--- config.mk ---
export PLATFORM = sky130hd
export DESIGN_NAME = mem_lsu
export DESIGN_NICKNAME = d
export VERILOG_FILES = /design/src/rtl/mem_lsu.sv
export SDC_FILE = /design/constraint.sdc
export NUM_CORES = 1
export LEC_CHECK = 0
export CORE_MARGIN = 2
export CORE_UTILIZATION = 28
export DETAILED_ROUTE_END_ITERATION = 10
export GPL_TIMING_DRIVEN = 0
export MAX_ROUTING_LAYER = met4
export PLACE_DENSITY = 0.65
export SLEW_MARGIN = 40
export SYNTH_ARGS = -nofsm -noshare
export SYNTH_HDL_FRONTEND = slang
export SYNTH_SLANG_ARGS = --single-unit
--- constraint.sdc ---
create_clock -name clk -period 2.1 [get_ports clk]
set_input_delay 0.315 -clock clk [delete_from_list [all_inputs] [get_ports clk]]
set_output_delay 0.315 -clock clk [all_outputs]
set_load 0.005 [all_outputs]
--- src/rtl/mem_lsu.sv ---
// Load/store unit in front of a synchronous word RAM: byte/half/word accesses,
// sub-word stores via read-modify-write, alignment errors answered without RAM access.
module mem_lsu #(
  parameter int ADDR_W = 6
) (
  input  logic              clk,
  input  logic              rst_n,
  input  logic              req_valid,
  output logic              req_ready,
  input  logic              req_we,
  input  logic [1:0]        req_size,
  input  logic              req_signed,
  input  logic [ADDR_W+1:0] req_addr,
  input  logic [31:0]       req_wdata,
  output logic              rsp_valid,
  output logic [31:0]       rsp_rdata,
  output logic              rsp_err,
  output logic              Mem_Read,
  output logic              Mem_Write,
  output logic [ADDR_W-1:0] Mem_Addr,
  output logic [31:0]       M_W_Data,
  input  logic [31:0]       M_R_Data,
  output logic [2:0]        dbg_state
);

  // Handshake: a request is accepted on a rising edge where req_valid && req_ready;
  // req_ready is high only in IDLE and rsp_valid is a one-cycle pulse with no backpressure.
  typedef enum logic [2:0] {
    S_IDLE    = 3'd0,
    S_READ    = 3'd1,
    S_CAPTURE = 3'd2,
    S_WRITE   = 3'd3,
    S_RESP    = 3'd4
  } state_t;

  state_t            state_q, state_d;
  logic              we_q, we_d;
  logic [1:0]        size_q, size_d;
  logic              signed_q, signed_d;
  logic [ADDR_W+1:0] addr_q, addr_d;
  logic [31:0]       wdata_q, wdata_d;
  logic [31:0]       rdata_q, rdata_d;
  logic              err_q, err_d;

  logic              req_bad;
  logic [7:0]        rd_byte;
  logic [15:0]       rd_half;
  logic [31:0]       load_ext;
  logic [31:0]       merged;

  assign req_bad = (req_size == 2'b11) ||
                   (req_size == 2'b01 && req_addr[0]) ||
                   (req_size == 2'b10 && req_addr[1:0] != 2'b00);

  // Lane selection and extension of the RAM word for loads.
  always_comb begin
    rd_byte  = 8'h00;
    rd_half  = addr_q[1] ? M_R_Data[31:16] : M_R_Data[15:0];
    load_ext = M_R_Data;
    case (addr_q[1:0])
      2'd0:    rd_byte = M_R_Data[7:0];
      2'd1:    rd_byte = M_R_Data[15:8];
      2'd2:    rd_byte = M_R_Data[23:16];
      default: rd_byte = M_R_Data[31:24];
    endcase
    case (size_q)
      2'b00:   load_ext = {{24{signed_q & rd_byte[7]}}, rd_byte};
      2'b01:   load_ext = {{16{signed_q & rd_half[15]}}, rd_half};
      default: load_ext = M_R_Data;
    endcase
  end

  // Sub-word store merge: only the addressed lane of the old word is replaced.
  always_comb begin
    merged = M_R_Data;
    case (size_q)
      2'b00: begin
        case (addr_q[1:0])
          2'd0:    merged[7:0]   = wdata_q[7:0];
          2'd1:    merged[15:8]  = wdata_q[7:0];
          2'd2:    merged[23:16] = wdata_q[7:0];
          default: merged[31:24] = wdata_q[7:0];
        endcase
      end
      2'b01: begin
        if (addr_q[1]) merged[31:16] = wdata_q[15:0];
        else           merged[15:0]  = wdata_q[15:0];
      end
      default: merged = wdata_q;
    endcase
  end

  always_comb begin
    state_d  = state_q;
    we_d     = we_q;
    size_d   = size_q;
    signed_d = signed_q;
    addr_d   = addr_q;
    wdata_d  = wdata_q;
    rdata_d  = rdata_q;
    err_d    = err_q;
    case (state_q)
      S_IDLE: begin
        if (req_valid) begin
          we_d     = req_we;
          size_d   = req_size;
          signed_d = req_signed;
          addr_d   = req_addr;
          wdata_d  = req_wdata;
          rdata_d  = 32'h0;
          err_d    = 1'b0;
          if (req_bad) begin
            err_d   = 1'b1;
            state_d = S_RESP;
          end else if (req_we && req_size == 2'b10) begin
            state_d = S_WRITE;
          end else begin
            state_d = S_READ;
          end
        end
      end
      S_READ: state_d = S_CAPTURE;
      S_CAPTURE: begin
        if (we_q) begin
          wdata_d = merged;
          state_d = S_WRITE;
        end else begin
          rdata_d = load_ext;
          state_d = S_RESP;
        end
      end
      S_WRITE: state_d = S_RESP;
      S_RESP:  state_d = S_IDLE;
      default: state_d = S_IDLE;
    endcase
  end

  always_ff @(posedge clk or negedge rst_n) begin
    if (!rst_n) begin
      state_q  <= S_IDLE;
      we_q     <= 1'b0;
      size_q   <= 2'b00;
      signed_q <= 1'b0;
      addr_q   <= '0;
      wdata_q  <= 32'h0;
      rdata_q  <= 32'h0;
      err_q    <= 1'b0;
    end else begin
      state_q  <= state_d;
      we_q     <= we_d;
      size_q   <= size_d;
      signed_q <= signed_d;
      addr_q   <= addr_d;
      wdata_q  <= wdata_d;
      rdata_q  <= rdata_d;
      err_q    <= err_d;
    end
  end

  // All RAM-side outputs decode from registered state only.
  assign req_ready = (state_q == S_IDLE);
  assign rsp_valid = (state_q == S_RESP);
  assign rsp_rdata = rsp_valid ? rdata_q : 32'h0;
  assign rsp_err   = rsp_valid & err_q;
  assign Mem_Read  = (state_q == S_READ);
  assign Mem_Write = (state_q == S_WRITE);
  assign Mem_Addr  = (Mem_Read || Mem_Write) ? addr_q[ADDR_W+1:2] : '0;
  assign M_W_Data  = Mem_Write ? wdata_q : 32'h0;
  assign dbg_state = state_q;

endmodule

# --- Word-level counts from Yosys, hierarchy flattened ---
# Index checks and enable logic that the tools add are counted.
totals:
  regBits: 80
  input_bits: 79
  output_inout_bits: 78
  wordCells: 71
classes:
  n_eq_ne: 16
  mux: 25
  bitwise: 3
  n_reduce_logical: 17
ops:
  columns: ["cell", "n"]
  rows:
  - ["$pmux W32 S2", 4]
  - ["$mux W32", 6]
  - ["$mux W16", 3]
  - ["$mux W8", 4]
  - ["$pmux W8 S3", 1]
  - ["$pmux W3 S4", 1]
  - ["$mux W3", 3]
  - ["$eq A2 B1 Y1 const B", 3]
  - ["$eq A2 B2 Y1 const B", 3]
  - ["$eq A3 B2 Y1 const B", 2]
  - ["$mux W6", 1]
  - ["$ne A2 B2 Y1 const B", 3]
  - ["$ne A3 B3 Y1 const B", 2]
  - ["$reduce_and A6 Y1", 1]
  - ["$reduce_and A5 Y1", 1]
  - ["$logic_not A2 Y1", 2]
  - ["$reduce_and A4 Y1", 1]
  - ["$reduce_bool A2 Y1", 2]
  - ["$and A1 B1 Y1", 3]
  - ["$eq A3 B1 Y1 const B", 1]
  - ["$eq A3 B3 Y1 const B", 1]
  - ["$logic_and A1 B1 Y1", 3]
  - ["$logic_not A3 Y1", 1]
  - ["$logic_or A1 B1 Y1", 3]
  - ["other kinds (6)", 6]

# --- Logic depth before layout (Yosys ltp) ---
# Gate-level depths: netlist (run 1).
logic_depth:
  ltp_word: 7
  ltp_mapped: 7
  depth_no_buf: 4

# --- Worst setup path before layout (run 1) ---
# OpenSTA, ideal clock, no wires.
synth_timing:
  kind: "flip-flop to flip-flop"
  from: "reg state_q[0] (netlist: dbg_state[0])"
  to: "reg wdata_q[0]"
  arrival_ns: 1.784
  t_required_ns: 1.975
  setup_slack_ns: 0.192
  stages_incl_launch_ff: 6
  n_path_buf: 2
  path_cell_list: "dfrtp_1 > buf_4 > or3b_1 > buf_6 > o31ai_4 > mux2_2"
synth_between:
  elab_chain_cells: 3
  word_cells_on_any_way: 10
  cone_classes: "eq/ne: 6; mux: 1; reduce/logical: 3"
synth_rtl:
  columns: ["element", "line", "text"]
  rows:
  - ["from (decl)", "36", "state_t state_q, state_d;"]
  - ["from (signal assigned)", "149", "state_q <= state_d;"]
  - ["$eq A3 B2 Y1 or $logic_not A3 Y1 (tied branches)", "102", "case (state_q)"]
  - ["$ne A3 B3 Y1 (no line) (tied with other cells)", null, null]
  - ["$reduce_and A6 Y1 (no line)", null, null]
  - ["to (signal assigned)", "154", "wdata_q <= wdata_d;"]
  - ["to (decl)", "41", "logic [31:0] wdata_q, wdata_d;"]
# Parallel ways exist; a longest one is shown, timed or not.
# A chain may end at the register's enable or synchronous reset.

# --- Worst setup path after layout (run 1) ---
layout_timing:
  from: "reg state_q[0] (netlist: dbg_state[0])"
  to: "out Mem_Write"
layout_between:
  elab_chain_cells: 1
layout_rtl:
  columns: ["element", "line", "text"]
  rows:
  - ["$eq A3 B2 Y1", "166", "assign Mem_Write = (state_q == S_WRITE);"]
  - ["to (decl)", "19", "output logic Mem_Write,"]
# Every way passes these cells.

==> flow_summary_export.csv, run 1 <==
group,metric,value,unit
clock_network,numClockSinks,80,
pwr,static_power_due_to_leakage,3.722,nW
logic_synthesis,syn_avg_cell_area,9.032,µm²
logic_synthesis,ys_ff_latch,80,
pwr,cellPowerDensity,1310,nW/µm²
critical_path,worst-endpoint-arrival,1.86,ns
logic_synthesis,netlist_area,4787,µm²
floorplanning,row_cnt,47,
critical_path,cp_data_required_time,1.78,ns
route,length_of_the_first_detailed_routing_pass_in_iterations,6,
sta,final-setup-viol-count,6,
hold_path,worst_hold_path_type,"primary input to async pin",
clock_network,root_driver,"sky130_fd_sc_hd__clkbuf_16",
floorplanning,die_width,134.8,µm
global_route,grt_pass1_wl,28610,µm
route,routedWlPerCell,20.04,µm
floorplanning,floorplan.die.height,134.8,µm
floorplanning,initial_standard_cell_utilization_of_the_core,0.2876,
critical_path,slowest_stage,"sky130_fd_sc_hd__clkdlybuf4s50_1",
pwr,peak_supply_drop,724.4,µV
logic_synthesis,synth_compound_gate_area_share,0.1762,
logic_synthesis,synth_fa_ha_area_frac,0,
clock_network,cts_max_level,3,
logic_synthesis,post-synth-top-area-cell,"sky130_fd_sc_hd__dfrtp_1",
logic_synthesis,synth_top_family_by_area,"simple AND/OR/NAND/NOR gates",
clock_network,path_clk_slew,0.06,ns
global_route,met2_usage,0.3190,
route,vias_per_cell,5.243,
global_route,most_congested_layer_reported_by_global_routing,"met2",
sta,final.setup_skew,0.009063,ns
route,drcViolationCount,0,
logic_synthesis,yosys_warnings,0,
placed_design,dp.final_hpwl,14420,µm
placed_design,place.port_buffers,156,
route,postRouteAntennaNets,0,
critical_path,setup.worst_path.start_class,"flop",
route,detail_route.wirelength,19200,µm
logic_synthesis,post_synth_and_or_nand_nor_area_fraction,0.2854,
logic_synthesis,synthesis.nets,609,
route,detailroute.via_count,5023,
logic_synthesis,number_of_enable_type_register_cells_in_the_synthesized_netlist,0,
logic_synthesis,netlist_top_cells_area,"sky130_fd_sc_hd__dfrtp_1 (42%), sky130_fd_sc_hd__and3_1 (9.7%), sky130_fd_sc_hd__nand2_1 (7.8%), sky130_fd_sc_hd__mux2_2 (4.0%), sky130_fd_sc_hd__mux2i_1 (3.8%)",
clock_network,tritoncts_clock_tree,"built",
critical_path,worst_r2r_startpoint,"dbg_state[0]",
floorplanning,coreArea,16640,µm²
logic_synthesis,share_of_yosys_cell_area_claimed_by_the_top_area_cell_type,0.4182,
critical_path,critPathMaxFanout,5,
layout,drive_above_1_share,0.2361,
global_route,antenna_found_initial,0,
global_route,gr-usage-met1,0.2917,
status,outcome,"complete, but fails checks",
pwr,report.power.total,9.618,mW
critical_path,crit_chain,"buf_6 -> nor2b_4 -> buf_4 -> and2_1 -> clkdlybuf4s50_1",
logic_synthesis,synth_xor_xnor_area_share,0,
critical_path,crit_buf_inv,3,
critical_path,rrSetupSlack,0.01,ns
critical_path,criticalPathCategory,"flop to output pin",
critical_path,worst_setup_path_end_kind,"output pin",
sta,ratio_of_final_minimum_period_to_clock_period,1.037,
critical_path,reg2reg_depth,7,
sta,hold-worst-slack,0.4446,ns
layout,syn_to_final_growth,53.37,%
global_route,grtUsageMet3,0.03941,
global_route,grt_pass1_vias,4955,
sta,timing.final.max_slew_violations,0,
status,failed_checks,"setup timing",
clock_network,tritoncts.num_buffers,9,
clock_network,worstSkewPairLatency,0.35,ns
placed_design,gp_congestion,0.9122,
flow_run,maxCapViolations,0,
global_route,grt_start_max_net_pins,44,
floorplanning,die_area,18160,µm²
logic_synthesis,async_reset_ff_frac,1.000,
sta,finalHoldViolCount,0,
logic_synthesis,muxShareOfSynthArea,0.07763,
floorplanning,io_pins,157,
critical_path,path_delay_family,"buffers and inverters",
critical_path,cpPeakStageDelay,0.49,ns
layout,final_net_count,812,
global_route,track_usage,0.2144,
sta,achievable-frequency,459.1,MHz
logic_synthesis,post_synthesis_cells,530,
logic_synthesis,synth.lib_cells_used.distinct,48,
logic_synthesis,ys_dominant_reg_cell,"sky130_fd_sc_hd__dfrtp_1",
logic_synthesis,synth.yosys.seq_area_share,0.4182,
clock_network,clockBufferDepth,2,
critical_path,critical_path.reg2reg.endpoint,"wdata_q[2]",
route,detailed_router_s_first_iteration_violation_count,489,
sta,transition_time_at_the_pin_with_the_least_slew_margin,0.7585,ns
sta,timing.final.crit_period,2.178,ns
sta,timing.slew.headroom,0.4933,
sta,final.setup.worst_slack,-0.07797,ns
global_route,gr-total-overflow,0,
sta,rsz0062_at_grt,"true",
[kinds of logic after synthesis]
kind of cell / count (synthesis)
compound gates: 101
buf+inv: 48
flops: 80
simple gates: 266
mux: 35
[worst max path at each step]
| stage | startpoint | to | cells after the start |
|---|---|---|---|
| 2_1_floorplan | dbg_state[0] | wdata_q[0] | 5 |
| 3_3_place_gp | rst_n | wdata_q[13] | 1 |
| 3_5_place_dp | dbg_state[0] | rsp_rdata[28] | 5 |
| 4_1_cts | dbg_state[0] | M_W_Data[21] | 5 |
| 5_1_grt | dbg_state[0] | Mem_Addr[1] | 5 |
| 6_report | dbg_state[0] | Mem_Write | 5 |
[routing by layer]
layer	routed length (µm)	up-vias
li1	-	2356
met5	0	-
met2	8626	233
met4	548	0
met3	1544	39
met1	8479	2395
[sequential cells by signal (all words and copies together), names as in the netlist]
| name | flops |
|---|---|
| addr_q | 8 |
| size_q | 2 |
| rdata_q | 32 |
| err_q | 1 |
| we_q | 1 |
| dbg_state | 3 |
| wdata_q | 32 |
| signed_q | 1 |
[synthesized netlist by cell type, drive strengths merged (2+ instances only)]
library cell / n
a32o: 8
and2: 9
inv: 4
o211ai: 19
buf: 11
nand3: 23
nor3: 4
nand2b: 21
nand2: 101
nand3b: 3
o2bb2ai: 8
nor2b: 9
o21ai: 13
a221o: 15
dfrtp: 80
clkbuf: 33
a221oi: 2
a222oi: 6
and3: 74
a211oi: 8
o31ai: 10
a21oi: 2
nor2: 16
mux2: 17
mux2i: 18
[cell usage in the layout (no fill, tap or decap), types with 18 or more instances in the layout]
cell type,count
sky130_fd_sc_hd__clkbuf_2,43
sky130_fd_sc_hd__dfrtp_1,78
sky130_fd_sc_hd__o211ai_1,19
sky130_fd_sc_hd__and3_1,63
sky130_fd_sc_hd__nand2_1,100
sky130_fd_sc_hd__mux2i_1,18
sky130_fd_sc_hd__nand3_1,23
sky130_fd_sc_hd__buf_4,26
sky130_fd_sc_hd__nand2b_1,21
sky130_fd_sc_hd__clkdlybuf4s50_1,85
[cell type report]
cell class / instances / area [µm²]
Fill cell: 1644 / 9300
Multi-Input combinational cell: 402 / 2711
Sequential cell: 80 / 2004
Timing Repair Buffer: 194 / 1753
Buffer: 42 / 284.0
Tap cell: 220 / 275.3
Clock buffer: 10 / 239.0
Clock inverter: 5 / 57.56
Inverter: 4 / 15.01
Antenna cell: 1 / 2.502
[report_power, final]
part	internal (mW)	total [mW]	leakage, nW	switching (mW)
registers	2.23	2.79	1.02	0.557
logic	2.44	5.23	2.55	2.79
clock network	0.947	1.60	0.148	0.652
[repair_timing]
| item | 4_1_cts | 5_1_grt |
|---|---|---|
| pin swaps | 2 | 4 |
| endpoints found under the setup margin | 85 | 80 |
| buffers inserted | 14 | 19 |
| hold buffers | 1 | 0 |
| resized for setup | 114 | 152 |
| cloned | 3 | 0 |
| endpoints found under the hold margin | 37 | 0 |
[through the flow]
step | TNS, ns | util | setup slack (ns) | cells | instance area (µm²)
floorplan | 0 | - | 0.1915 | 530 | 4787
global placement | -215.39 | 0.3980 | -2.315 | 906 | 6624
detailed placement | -30.39 | 0.3993 | -0.4940 | 907 | 6645
CTS | -3.312 | 0.4291 | -0.1899 | 940 | 7142
global route | -1.280 | 0.4410 | -0.1753 | 957 | 7340
finish | -0.4168 | 0.4412 | -0.07797 | 958 | 7342
Note: power is estimated with default switching activity, not from simulation.
==> run 2: changes to the inputs <==
==> config.mk (replaced) <==
export PLATFORM = sky130hd
export DESIGN_NAME = mem_lsu
export DESIGN_NICKNAME = d
export VERILOG_FILES = /design/src/rtl/mem_lsu.sv
export SDC_FILE = /design/constraint.sdc
export NUM_CORES = 1
export LEC_CHECK = 0
export CORE_MARGIN = 1
export CORE_UTILIZATION = 47
export DETAILED_ROUTE_END_ITERATION = 10
export GPL_TIMING_DRIVEN = 0
export MAX_ROUTING_LAYER = met4
export PLACE_DENSITY = 0.94
export SLEW_MARGIN = 10
export SYNTH_ARGS = -nofsm -noshare
export SYNTH_HDL_FRONTEND = slang
export SYNTH_SLANG_ARGS = --single-unit
==> run 2 against run 1 <==
Sequential share of layout area grew 1.3 points; combinational power shrank 1%; the run now ends clean; via count grew 6.7%; power shrank 5.2%; clock power shrank 31%; clock-buffer cell count is the same; cell count shrank 9.8%.
==> flow_summary_export.csv, run 2 (same netlist as run 1, synthesis figures left out) <==
group,metric,value,unit
status,outcome,"complete, no violations",
floorplanning,coreArea,9819,µm²
layout,fin_util,0.7138,
layout,final_design_area_no_fill,7009,µm²
placed_design,placed_area,6533,µm²
sta,totalNegativeSetupSlack,0,ns
layout,syn_to_final_growth,46.42,%
placed_design,place.port_buffers,156,
placed_design,placed_cells_incl_taps,820,
route,detail_route.wirelength,18930,µm
critical_path,worst-endpoint-arrival,1.78,ns
global_route,grt_pass1_vias,5243,
global_route,gr-total-overflow,0,
placed_design,gp_congestion,0.9683,
global_route,track_usage,0.3722,
route,length_of_the_first_detailed_routing_pass_in_iterations,5,
critical_path,worst_setup_path_end_kind,"output pin",
floorplanning,row_cnt,36,
route,drcViolationCount,0,
sta,finalHoldViolCount,0,
layout,reg.largest.list,"rdata_q (32), wdata_q (32), addr_q (8)",
clock_network,tritoncts_clock_tree,"built",
floorplanning,die_width,102.9,µm
clock_network,cts_max_level,3,
sta,timing.slew.headroom,0.5103,
placed_design,dp.final_hpwl,13660,µm
clock_network,worstSkewPairLatency,0.38,ns
sta,final.setup_skew,0.01307,ns
flow_run,maxCapViolations,0,
pwr,static_power_due_to_leakage,3.673,nW
clock_network,tritoncts.num_buffers,9,
critical_path,criticalPathCategory,"flop to output pin",
sta,final-setup-viol-count,0,
floorplanning,io_pins,157,
global_route,most_congested_layer_reported_by_global_routing,"met2",
critical_path,setup.worst_path.start_class,"flop",
route,detailroute.via_count,5361,
sta,ratio_of_final_minimum_period_to_clock_period,0.9959,
route,routedWlPerCell,21.91,µm
clock_network,root_driver,"sky130_fd_sc_hd__clkbuf_8",
global_route,grt_start_max_net_pins,46,
layout,antenna-diode-count,0,
route,postRouteAntennaNets,0,
pwr,report.power.total,9.114,mW
pwr,peak_supply_drop,900.5,µV
hold_path,worst_hold_path_type,"primary input to async pin",
layout,drive_above_1_share,0.1806,
floorplanning,die_area,10590,µm²
critical_path,cp_data_required_time,1.78,ns
clock_network,clockBufferDepth,2,
global_route,grtUsageMet3,0.07593,
clock_network,path_clk_slew,0.09,ns
layout,final_net_count,805,
route,vias_per_cell,6.205,
layout,fin_cells,864,
floorplanning,floorplan.die.height,102.9,µm
global_route,met2_usage,0.5918,
global_route,grt_pass1_wl,28060,µm
sta,rsz0062_at_grt,"true",
critical_path,critPathMaxFanout,10,
layout,final_common_cell,"sky130_fd_sc_hd__nand2_1",
global_route,antenna_found_initial,0,
sta,achievable-frequency,478.1,MHz
floorplanning,initial_standard_cell_utilization_of_the_core,0.4875,
clock_network,numClockSinks,80,
pwr,cellPowerDensity,1300,nW/µm²
sta,timing.final.max_slew_violations,0,
global_route,gr-usage-met1,0.4482,
route,detailed_router_s_first_iteration_violation_count,436,
sta,transition_time_at_the_pin_with_the_least_slew_margin,0.7331,ns
sta,timing.final.crit_period,2.091,ns
layout,final_cell_mix,"sky130_fd_sc_hd__nand2_1 (99), sky130_fd_sc_hd__clkdlybuf4s50_1 (80), sky130_fd_sc_hd__dfrtp_1 (78), sky130_fd_sc_hd__and3_1 (73), sky130_fd_sc_hd__dlygate4sd2_1 (55)",
## run 2: cell types whose count changed in the layout (fill, tap and decap cells not counted), moves of 10 or more
cell	previous run	this run
sky130_fd_sc_hd__buf_6	14	3
sky130_fd_sc_hd__and3_1	63	73
sky130_fd_sc_hd__clkbuf_2	43	25
sky130_fd_sc_hd__clkdlybuf4s15_1	12	1
sky130_fd_sc_hd__dlygate4sd2_1	4	55
sky130_fd_sc_hd__dlymetal6s2s_1	11	1
sky130_fd_sc_hd__and3_4	11	1
sky130_fd_sc_hd__clkbuf_8	5	16
## run 2: where the power goes
part,total [mW],internal (mW),switching (mW)
clock,1.10,0.448,0.656
combinational,5.18,2.35,2.84
sequential,2.83,2.23,0.599
## run 2: layout make-up
type                            instances  area (µm²)
Timing Repair Buffer                  184        1664
Multi-Input combinational cell        403        2683
Buffer                                 44       296.5
Tap cell                              133       166.4
Fill cell                             789        2810
Sequential cell                        80        2004
Clock inverter                          6       52.55
Clock buffer                           10       127.6
Inverter                                4       15.01
## run 2: metrics by stage
step	worst slack (ns)	hold WS, ns
6_report	0.008537	0.4511
4_1_cts	-0.002175	0.4590
3_5_place_dp	-0.3970	0.3066
2_1_floorplan	0.1915	0.01941
5_1_grt	-0.004236	0.4924
3_3_place_gp	-1.979	0.4518
## run 2: what timing repair did
| action | CTS | global route |
|---|---|---|
| gates cloned | 4 | 0 |
| setup buffers | 17 | 7 |
| hold endpoints to repair | 35 | 0 |
| gates resized for setup | 134 | 61 |
| endpoints found under the setup margin | 86 | 77 |
| hold buffers | 1 | 0 |
| pin swaps | 5 | 4 |
## run 2: path summary, 6_finish.rpt
check / startpoint / to / slack, ns / cells after the start
min in group clk: req_addr[7] / addr_q[7] / 0.47 / 3
worst max-delay path: dbg_state[0] / M_W_Data[15] / 0.009 / 5
max in group asynchronous: rst_n / wdata_q[4] / 1.04 / 3
worst min register to register: addr_q[6] / addr_q[6] / 0.48 / 2
worst min-delay path: rst_n / rdata_q[17] / 0.45 / 2
worst max register to register: dbg_state[0] / wdata_q[7] / 0.009 / 7
## run 2: critical path, stage by stage (launching register included)
cell and delay [ns]:
sky130_fd_sc_hd__dfrtp_1 0.38, sky130_fd_sc_hd__buf_6 0.13, sky130_fd_sc_hd__nor2b_4 0.25, sky130_fd_sc_hd__clkbuf_8 0.21
sky130_fd_sc_hd__and3_1 0.19, sky130_fd_sc_hd__dlygate4sd2_1 0.24
## run 2: routing by layer
layer	part of all wire	wire length [µm]
met5	0	0
met2	0.48	9038
met1	0.39	7319
met3	0.093	1755
met4	0.043	820
==> run 3: changes to the inputs <==
--- a/config.mk
+++ b/config.mk
@@ -8,7 +8,6 @@
 export CORE_MARGIN = 1
 export CORE_UTILIZATION = 47
 export DETAILED_ROUTE_END_ITERATION = 10
-export GPL_TIMING_DRIVEN = 0
 export MAX_ROUTING_LAYER = met4
 export PLACE_DENSITY = 0.94
 export SLEW_MARGIN = 10
==> run 3 against run 2 <==
Maximum frequency grew 0.61%; global-route usage shrank 2.9 points; routed wire length shrank 7.9%; clock skew shrank 0.0014 ns; cell area grew 0.25%; sequential share of layout area shrank 0.071 points; critical path type is now flop to flop.
==> flow_summary_export.csv, run 3 (same netlist as run 1, synthesis figures left out) <==
group,metric,value,unit
layout,drive_above_1_share,0.1354,
layout,final_cell_mix,"sky130_fd_sc_hd__nand2_1 (100), sky130_fd_sc_hd__clkdlybuf4s50_1 (80), sky130_fd_sc_hd__dfrtp_1 (78), sky130_fd_sc_hd__and3_1 (73), sky130_fd_sc_hd__dlygate4sd2_1 (64)",
placed_design,gp_congestion,1.001,
global_route,antenna_found_initial,0,
layout,antenna-diode-count,0,
sta,achievable-frequency,481.0,MHz
placed_design,placed_cells_incl_taps,814,
sta,final-setup-viol-count,0,
global_route,grt_start_max_net_pins,51,
critical_path,critical_path.reg2reg.endpoint,"wdata_q[0]",
critical_path,worst_setup_path_end_kind,"flop",
hold_path,worst_hold_startpoint,"addr_q[3]",
sta,final.setup_skew,0.01169,ns
clock_network,cts_max_level,3,
route,detailed_router_s_first_iteration_violation_count,336,
layout,final_common_cell,"sky130_fd_sc_hd__nand2_1",
sta,timing.final.crit_period,2.079,ns
layout,reg.largest.list,"rdata_q (32), wdata_q (32), addr_q (8)",
critical_path,critPathMaxFanout,8,
clock_network,tritoncts_clock_tree,"built",
sta,ratio_of_final_minimum_period_to_clock_period,0.9899,
sta,final.setup.worst_slack,0.02111,ns
hold_path,worst_hold_path_type,"flop to flop",
layout,filler_cell_count,770,
critical_path,criticalPathCategory,"flop to flop",
floorplanning,io_pins,157,
floorplanning,row_cnt,36,
critical_path,worst-endpoint-arrival,2.31,ns
sta,timing.slew.headroom,0.5672,
layout,final_net_count,783,
clock_network,clockBufferDepth,2,
critical_path,worst_r2r_startpoint,"dbg_state[1]",
floorplanning,die_area,10590,µm²
sta,rsz0062_at_grt,"true",
critical_path,setup.worst_path.start_class,"flop",
global_route,gr-total-overflow,0,
flow_run,maxCapViolations,0,
sta,finalHoldViolCount,0,
floorplanning,die_width,102.9,µm
critical_path,reg2reg_depth,4,
placed_design,dp.final_hpwl,12650,µm
pwr,static_power_due_to_leakage,3.809,nW
sta,timing.final.max_slew_violations,0,
floorplanning,floorplan.die.height,102.9,µm
layout,final_design_area_no_fill,7027,µm²
global_route,grt_pass1_vias,4981,
pwr,peak_supply_drop,820.5,µV
layout,fin_cells,842,
critical_path,rrSetupSlack,0.02,ns
clock_network,path_clk_slew,0.09,ns
placed_design,placement.setup.worst_slack,0.05554,ns
global_route,grt_pass1_wl,26410,µm
clock_network,tritoncts.num_buffers,9,
critical_path,cp_data_required_time,2.33,ns
placed_design,placed_area,6673,µm²
sta,transition_time_at_the_pin_with_the_least_slew_margin,0.6492,ns
clock_network,numClockSinks,80,
route,postRouteAntennaNets,0,
route,routedWlPerCell,20.71,µm
layout,syn_to_final_growth,46.79,%
status,outcome,"complete, no violations",
critical_path,critical_path.startpoint,"dbg_state[1]",
route,length_of_the_first_detailed_routing_pass_in_iterations,5,
route,detail_route.wirelength,17440,µm
route,drcViolationCount,0,
clock_network,root_driver,"sky130_fd_sc_hd__clkbuf_8",
pwr,cellPowerDensity,1265,nW/µm²
global_route,track_usage,0.3429,
pwr,report.power.total,8.892,mW
critical_path,cp-endpoint,"wdata_q[0]",
floorplanning,coreArea,9819,µm²
floorplanning,initial_standard_cell_utilization_of_the_core,0.4875,
route,vias_per_cell,6.069,
clock_network,worstSkewPairLatency,0.35,ns
placed_design,place.port_buffers,156,
route,detailroute.via_count,5110,
## run 3: cell count changes in the layout (fill, tap and decap cells not counted), sizes merged
| cell | before | now |
|---|---|---|
| clkbuf | 61 | 12 |
| buf | 39 | 49 |
| dlymetal6s2s | 1 | 11 |
| dlygate4sd2 | 55 | 64 |
| bufinv | 0 | 2 |
| inv | 7 | 5 |
| clkdlybuf4s15 | 1 | 0 |
| nor2 | 17 | 16 |
## run 3: critical path: stages, from the launching register on
cell and delay, ns:
sky130_fd_sc_hd__dfrtp_1 0.44, sky130_fd_sc_hd__buf_4 0.21, sky130_fd_sc_hd__or3b_1 0.43, sky130_fd_sc_hd__o31ai_4 0.48, sky130_fd_sc_hd__mux2_2 0.40
## run 3: worst min-delay path by stage
stage | endpoint | slack (ns) | cells past startpoint
floorplan | addr_q[0] | 0.02 | 0
global placement | rdata_q[28] | 0.36 | 1
detailed placement | rdata_q[17] | 0.38 | 1
CTS | addr_q[3] | 0.48 | 2
global route | addr_q[3] | 0.50 | 3
finish | addr_q[3] | 0.48 | 2
## run 3: final cells by class
type,instances,area [µm²],share of cell area
Sequential cell,80,2004,0.2853
Clock buffer,10,127.6,0.01816
Timing Repair Buffer,207,2004,0.2853
Inverter,4,15.01,0.002137
Tap cell,133,166.4,0.02368
Multi-Input combinational cell,402,2616,0.3723
Clock inverter,6,92.59,0.01318
## run 3: timing repair
action                     in CTS  in global routing
buffers inserted                3                  5
cloned                          1                  2
hold buffers                    1                  0
pin swaps                       0                  2
setup endpoints to repair      75                 11
hold endpoints to repair        2                  0
gates resized for setup        72                 14
## run 3: report_power, final
part	internal (mW)	switching (mW)
registers	2.23	0.666
clock network	0.677	0.596
logic	2.23	2.50
## run 3: per-layer routing
layer  track usage  up-vias  wire length [µm]
li1              -     2273                 -
met1        0.4147     2502              6982
met2        0.5692      279              8532
met3       0.05017       56              1237
met4        0.1528        0               684
met5             -        -                 0
## run 3: through the flow
step | util | hold WS [ns] | setup TNS [ns]
3_3_place_gp | 0.6795 | 0.3609 | 0
3_5_place_dp | 0.6795 | 0.3806 | 0
5_1_grt | 0.7156 | 0.4963 | -0.07285
4_1_cts | 0.7023 | 0.4828 | -0.5688
2_1_floorplan | - | 0.01941 | 0
6_report | 0.7156 | 0.4839 | 0
